$ cat config.mk
export PLATFORM = sky130hd
export DESIGN_NAME = timer_irq
export DESIGN_NICKNAME = d
export VERILOG_FILES = /design/src/rtl/timer_irq.sv
export SDC_FILE = /design/constraint.sdc
export NUM_CORES = 1
export LEC_CHECK = 0
export ABC_AREA = 1
export BUFFER_PORTS_ARGS = -buffer_cell sky130_fd_sc_hd__buf_4
export CORE_MARGIN = 2
export CORE_UTILIZATION = 41
export DETAILED_ROUTE_END_ITERATION = 6
export GPL_ROUTABILITY_DRIVEN = 0
export PLACE_DENSITY = 0.64
export SYNTH_ARGS = -nofsm -noshare
export SYNTH_HDL_FRONTEND = slang
export SYNTH_SLANG_ARGS = --single-unit
export TNS_END_PERCENT = 1
$ cat constraint.sdc
create_clock -name clk_i -period 1.9 [get_ports clk_i]
set_clock_uncertainty 0.05 [all_clocks]
set_input_delay 0.095 -clock clk_i [delete_from_list [all_inputs] [get_ports clk_i]]
set_output_delay 0.095 -clock clk_i [all_outputs]
set_load 0.03 [all_outputs]
$ cat src/rtl/timer_irq.sv
// -----------------------------------------------------------------------------
// timer_irq
// CPU-mapped down-counting timer with prescaler, one-shot / auto-reload modes
// and a level, active-low interrupt output.
//
// Ports
//   clk_i       in   1  system clock (shared with the CPU)
//   rst_i       in   1  synchronous active-high reset
//   R_W_n       in   1  CPU strobe: 1 = read, 0 = write
//   timer_cs    in   1  IO-page select from the address decoder
//   reg_addr_i  in   3  register index (cpu_addr[2:0])
//   data_i      in   8  CPU write data
//   data_o      out  8  read data, combinational from state and reg_addr_i
//   irq_n       out  1  active-low interrupt, registered
//
// Register map
//   0 CTRL      b0 EN, b1 AUTO, b2 IRQEN, b3 LOAD (strobe, reads 0)
//   1 STATUS    b0 FLAG (write 1 to clear), b1 RUN (= EN, read-only)
//   2 RELOAD_L  3 RELOAD_H
//   4 COUNT_L   read also latches COUNT[15:8] into the snapshot
//   5 COUNT_H   returns the snapshot
//   6 PRESCALE  lower PRESCALE_W bits
//   7 reserved  reads 0, writes ignored
// -----------------------------------------------------------------------------
module timer_irq #(
   parameter int unsigned PRESCALE_W = 8
) (
   input  logic       clk_i,
   input  logic       rst_i,
   input  logic       R_W_n,
   input  logic       timer_cs,
   input  logic [2:0] reg_addr_i,
   input  logic [7:0] data_i,
   output logic [7:0] data_o,
   output logic       irq_n
);

   localparam int unsigned DATA_W  = 8;
   localparam int unsigned COUNT_W = 16;

   localparam logic [2:0] ADDR_CTRL     = 3'd0;
   localparam logic [2:0] ADDR_STATUS   = 3'd1;
   localparam logic [2:0] ADDR_RELOAD_L = 3'd2;
   localparam logic [2:0] ADDR_RELOAD_H = 3'd3;
   localparam logic [2:0] ADDR_COUNT_L  = 3'd4;
   localparam logic [2:0] ADDR_COUNT_H  = 3'd5;
   localparam logic [2:0] ADDR_PRESCALE = 3'd6;

   // ---------------------------------------------------------------- state
   logic                  r_en;
   logic                  r_auto;
   logic                  r_irqen;
   logic                  r_flag;
   logic [COUNT_W-1:0]    r_reload;
   logic [COUNT_W-1:0]    r_count;
   logic [DATA_W-1:0]     r_snap;
   logic [PRESCALE_W-1:0] r_prescale;
   logic [PRESCALE_W-1:0] r_pc;
   logic                  r_irq_n;

   // ------------------------------------------------------- next-state nets
   logic                  w_en_nxt;
   logic                  w_auto_nxt;
   logic                  w_irqen_nxt;
   logic                  w_flag_nxt;
   logic [COUNT_W-1:0]    w_reload_nxt;
   logic [COUNT_W-1:0]    w_count_nxt;
   logic [DATA_W-1:0]     w_snap_nxt;
   logic [PRESCALE_W-1:0] w_prescale_nxt;
   logic [PRESCALE_W-1:0] w_pc_nxt;
   logic                  w_irq_n_nxt;

   // ------------------------------------------------------- bus decode
   logic w_wr;
   logic w_rd;
   logic w_wr_ctrl;
   logic w_wr_status;
   logic w_wr_reload_l;
   logic w_wr_reload_h;
   logic w_wr_prescale;
   logic w_rd_count_l;
   logic w_load;
   logic w_ctrl_disable;

   assign w_wr           = timer_cs & ~R_W_n;
   assign w_rd           = timer_cs &  R_W_n;
   assign w_wr_ctrl      = w_wr & (reg_addr_i == ADDR_CTRL);
   assign w_wr_status    = w_wr & (reg_addr_i == ADDR_STATUS);
   assign w_wr_reload_l  = w_wr & (reg_addr_i == ADDR_RELOAD_L);
   assign w_wr_reload_h  = w_wr & (reg_addr_i == ADDR_RELOAD_H);
   assign w_wr_prescale  = w_wr & (reg_addr_i == ADDR_PRESCALE);
   assign w_rd_count_l   = w_rd & (reg_addr_i == ADDR_COUNT_L);
   assign w_load         = w_wr_ctrl &  data_i[3];
   assign w_ctrl_disable = w_wr_ctrl & ~data_i[0];

   // ------------------------------------------------------- tick / underflow
   logic w_tick;
   logic w_tick_eff;
   logic w_count_zero;
   logic w_underflow;

   assign w_tick       = r_en & (r_pc == r_prescale);
   // A load or a disabling CTRL write on the same edge swallows the tick.
   assign w_tick_eff   = w_tick & ~w_load & ~w_ctrl_disable;
   assign w_count_zero = (r_count == '0);
   assign w_underflow  = w_tick_eff & w_count_zero;

   // Next-state logic for all timer registers.
   always_comb begin
      w_en_nxt       = r_en;
      w_auto_nxt     = r_auto;
      w_irqen_nxt    = r_irqen;
      w_flag_nxt     = r_flag;
      w_reload_nxt   = r_reload;
      w_count_nxt    = r_count;
      w_snap_nxt     = r_snap;
      w_prescale_nxt = r_prescale;
      w_pc_nxt       = r_pc;
      w_irq_n_nxt    = ~(r_flag & r_irqen);

      // register writes
      if (w_wr_ctrl) begin
         w_en_nxt    = data_i[0];
         w_auto_nxt  = data_i[1];
         w_irqen_nxt = data_i[2];
      end
      if (w_wr_reload_l) begin
         w_reload_nxt[7:0] = data_i;
      end
      if (w_wr_reload_h) begin
         w_reload_nxt[15:8] = data_i;
      end
      if (w_wr_prescale) begin
         w_prescale_nxt = PRESCALE_W'(data_i);
      end

      // COUNT_L read freezes the high byte so a following COUNT_H read is coherent
      if (w_rd_count_l) begin
         w_snap_nxt = r_count[15:8];
      end

      // prescaler
      if (!r_en || w_tick) begin
         w_pc_nxt = '0;
      end else begin
         w_pc_nxt = r_pc + PRESCALE_W'(1);
      end
      if (w_load || w_wr_prescale || w_ctrl_disable) begin
         w_pc_nxt = '0;
      end

      // down-counter
      if (w_load) begin
         w_count_nxt = r_reload;
      end else if (w_tick_eff) begin
         if (!w_count_zero) begin
            w_count_nxt = r_count - COUNT_W'(1);
         end else if (r_auto) begin
            w_count_nxt = r_reload;
         end else begin
            w_en_nxt = 1'b0;
         end
      end

      // set beats clear when both land on the same edge
      if (w_wr_status && data_i[0]) begin
         w_flag_nxt = 1'b0;
      end
      if (w_underflow) begin
         w_flag_nxt = 1'b1;
      end
   end

   // State registers.
   always_ff @(posedge clk_i) begin
      if (rst_i) begin
         r_en       <= 1'b0;
         r_auto     <= 1'b0;
         r_irqen    <= 1'b0;
         r_flag     <= 1'b0;
         r_reload   <= '0;
         r_count    <= '0;
         r_snap     <= '0;
         r_prescale <= '0;
         r_pc       <= '0;
         r_irq_n    <= 1'b1;
      end else begin
         r_en       <= w_en_nxt;
         r_auto     <= w_auto_nxt;
         r_irqen    <= w_irqen_nxt;
         r_flag     <= w_flag_nxt;
         r_reload   <= w_reload_nxt;
         r_count    <= w_count_nxt;
         r_snap     <= w_snap_nxt;
         r_prescale <= w_prescale_nxt;
         r_pc       <= w_pc_nxt;
         r_irq_n    <= w_irq_n_nxt;
      end
   end

   // Read mux; deselected bus returns zero.
   logic [DATA_W-1:0] w_rdata;

   always_comb begin
      w_rdata = '0;
      if (timer_cs) begin
         case (reg_addr_i)
            ADDR_CTRL:     w_rdata = {5'b0, r_irqen, r_auto, r_en};
            ADDR_STATUS:   w_rdata = {6'b0, r_en, r_flag};
            ADDR_RELOAD_L: w_rdata = r_reload[7:0];
            ADDR_RELOAD_H: w_rdata = r_reload[15:8];
            ADDR_COUNT_L:  w_rdata = r_count[7:0];
            ADDR_COUNT_H:  w_rdata = r_snap;
            ADDR_PRESCALE: w_rdata = DATA_W'(r_prescale);
            default:       w_rdata = '0;
         endcase
      end
   end

   assign data_o = w_rdata;
   assign irq_n  = r_irq_n;

endmodule

==> flow_metrics.env <==
export IMPL_tightest_slew_ns=0.5455
export IMPL_period_share_pct=92.19
export IMPL_p_comb_share_pct=7.6
export IMPL_path_cells="inv_1 -> buf_4 -> ha_1 -> nand2_1 -> nor2_4 -> nand3_1 -> xor2_1 -> a21oi_1 -> nor2_1 -> nor2_1"
export IMPL_pre_cts_ws_ns=0.05520
export IMPL_worstPathRequired_ns=2.13
export IMPL_clockBufferDepth=2
export IMPL_switchingPower_uw=740.1
export IMPL_synth_most_common_cell="nand2_1"
export IMPL_r2r_end="r_count[8]"
export IMPL_crit_arrival_ns=1.98
export IMPL_synth_lib_cells_used_distinct=33
export IMPL_r2r_cells=10
export IMPL_wl_met2_um=4611
export IMPL_regToRegStartpoint="r_count[1]"
export IMPL_synth_main_ff_cell="dfxtp_1"
export IMPL_dr_pass1_iters=7
export IMPL_die_h_um=93.93
export IMPL_timing_max_cap_violations=0
export IMPL_path_buf_inv=2
export IMPL_synthArstFlopShare_pct=0
export IMPL_syn_avg_cell_area_um2=6.592
export IMPL_dpl_hpwl_um=7088
export IMPL_status="finished, violations left"
export IMPL_antenna_found_initial=0
export IMPL_insertedDiodeCount=0
export IMPL_num_vias=3434
export IMPL_htree_levels=3
export IMPL_synthesis_area_mm2=0.003316
export IMPL_top_layer="met4"
export IMPL_start_kind="register"
export IMPL_fin_cells=654
export IMPL_io_pins=24
export IMPL_clock_sinks=61
export IMPL_floorplan_initialDensity_pct=42.69
export IMPL_cts_root_buf="clkbuf_8"
export IMPL_path_depth=10
export IMPL_cp_slowest_stage_delay_ns=0.32
export IMPL_die_x_um=93.93
export IMPL_synth_top_area_share_pct=36.83
export IMPL_ant_nets=0
export IMPL_num_rows=32
export IMPL_violations="design-rule violations"
export IMPL_grt_setup_unrepaired="false"
export IMPL_layout_drive_gt1_share_pct=13.77
export IMPL_area_growth_pct=20.68
export IMPL_yosys_area_top_type="dfxtp_1"
export IMPL_portBuffers=23
export IMPL_finalPower_mw=2.996
export IMPL_path_clk_slew_ns=0.07
export IMPL_core_mm2=0.007767
export IMPL_grt_overflow=0
export IMPL_grt_pass1_vias=3216
export IMPL_met3_length_um=534
export IMPL_final_setup_tns_ns=0
export IMPL_power_density_mw_per_mm2=748.7
export IMPL_synth_common_cells="98 x nand2_1, 84 x nor2_1, 61 x dfxtp_1"
export IMPL_cts_tree="built"
export IMPL_synth_seq_cells=61
export IMPL_wl_per_cell_um=14.84
export IMPL_clockPowerShare_pct=48.7
export IMPL_r2r_slack_ns=0.15
export IMPL_first_iter_violations=147
export IMPL_path_class="reg2reg"
export IMPL_slew_headroom_pct=63.52
export IMPL_worst_path_max_delay_cell="dfxtp_1"
export IMPL_critPathTopFamily="simple AND/OR/NAND/NOR gates"
export IMPL_period_minus_slack_ns=1.752
export IMPL_track_usage_pct=22.86
export IMPL_nets=565
export IMPL_intPower_mw=2.256
export IMPL_syn_num_nets=521
export IMPL_final_hold_viol_count=0
export IMPL_seqPwrFrac_pct=43.7
export IMPL_clock_fmax_mhz=570.9
export IMPL_crit_end="r_count[8]"
export IMPL_yosys_warnings=0
export IMPL_ir_drop_mv=0.6528
export IMPL_die_area_mm2=0.008822
export IMPL_cp_end_kind="register"
export IMPL_setup_viol=0
export IMPL_seq_area_frac_synth_pct=36.83
export IMPL_drc=1
export IMPL_critPathLaunch="r_count[1]"
export IMPL_crit_top_cell="nor2_1"
export IMPL_leakage_nw=1.753
export IMPL_drt_wl_total_um=9704
export IMPL_cp_max_fo=7
export IMPL_worst_slack_ns=0.1484
export IMPL_avgViaCountPerCell=5.251
export IMPL_hold_class="in2reg"
export IMPL_synth_edf_count=0
export IMPL_p_sw_share_pct=24.71
export IMPL_slew_viol_final=0
export IMPL_wirelength_met1_um=4437
export IMPL_dp_cells=626
export IMPL_grt_max_degree=45
export IMPL_clk_latency_ns=0.35
export IMPL_grt_pass1_wl_um=15590
export IMPL_cts_buffers=9
export IMPL_netlist_instances=503
export IMPL_synthTopCellsByArea="dfxtp_1 37%, nand2_1 11%, nor2_1 9.5%, o21ai_0 6.9%, inv_1 6.7%"
worst min path at each step:
stage / startpoint / to / slack (ns) / cells past startpoint
6_report: data_i[3] / r_prescale[3] / 0.02 / 3
3_3_place_gp: data_i[4] / r_reload[4] / 0.30 / 3
2_1_floorplan: data_i[1] / r_reload[1] / 0.18 / 2
5_1_grt: data_i[3] / r_reload[11] / 0.02 / 3
3_5_place_dp: data_i[4] / r_reload[4] / 0.30 / 3
4_1_cts: data_i[3] / r_reload[3] / 0.009 / 3
metrics by stage:
step	cell area [µm²]	hold slack, ns	utilization (%)
floorplan	3316	0.1799	-
global placement	3626	0.2985	46.68
CTS	3943	0.008917	50.76
detailed placement	3626	0.3002	46.68
finish	4001	0.01608	51.51
global route	4001	0.02265	51.51
cells in the final DEF, fill, tap and decap left out, types with 8 or more instances in the layout:
cell type  count
a21oi_1       36
buf_4         40
clkbuf_8       9
dfxtp_1       61
inv_1         58
nand2_1       97
nand3_1       25
nor2_1        83
nor3_1         8
o21ai_0       46
o22ai_1       10
worst register-to-register path, delay by kind of cell (launching register included):
kind	cells	cell delay, ns
xor gates and xnor gates	1	0.16
and+or+nand+nor	5	0.66
buffers and inverters	2	0.21
AOI/OAI and AO/OA	1	0.12
DFF	1	0.32
adders and majority gates	1	0.17
per-layer routing:
metal / global-route usage (%) / vias up
li1: - / 1727
met1: 29.64 / 1606
met2: 38.33 / 93
met3: 4.414 / 8
met4: 7.126 / 0
met5: 0 / -
cell type report:
| type | count | area [µm²] |
|---|---|---|
| clock buffer | 9 | 123.9 |
| clock inverter | 7 | 122.6 |
| fill | 815 | 3766 |
| inverter | 65 | 246.5 |
| multi-input combinational | 363 | 1789 |
| sequential | 61 | 1221 |
| tap | 102 | 127.6 |
| timing repair buffer | 47 | 370.4 |
state kept, by name (all words and copies together), names as in the netlist:
name and cells:
r_count 16, r_reload 16, r_pc 8, r_prescale 8, r_snap 8, irq_n 1, r_auto 1, r_en 1
r_flag 1, r_irqen 1
logic make-up after synthesis:
group	Yosys count	synth area share (%)
compound gates	108	17.89
xor+xnor	14	3.698
fa+ha+maj	3	1.132
flops	61	36.83
simple gates	237	30.45
buf+inv	80	10.00
repair_timing:
action / CTS / global route
gates resized for setup: 0 / 8
hold endpoints to repair: 21 / 0
setup endpoints to repair: 0 / 15
hold buffers: 7 / 0
buffers inserted: 0 / 4
power groups by stage:
stage               Combinational, mW  Sequential, mW  Clock [mW]
floorplan                       0.131            1.33           0
global placement                0.202            1.34           0
detailed placement              0.205            1.34           0
CTS                             0.217            1.31        1.48
global route                    0.252            1.31        1.52
finish                          0.228            1.31        1.46
Note: power is estimated with default switching activity, not from simulation.
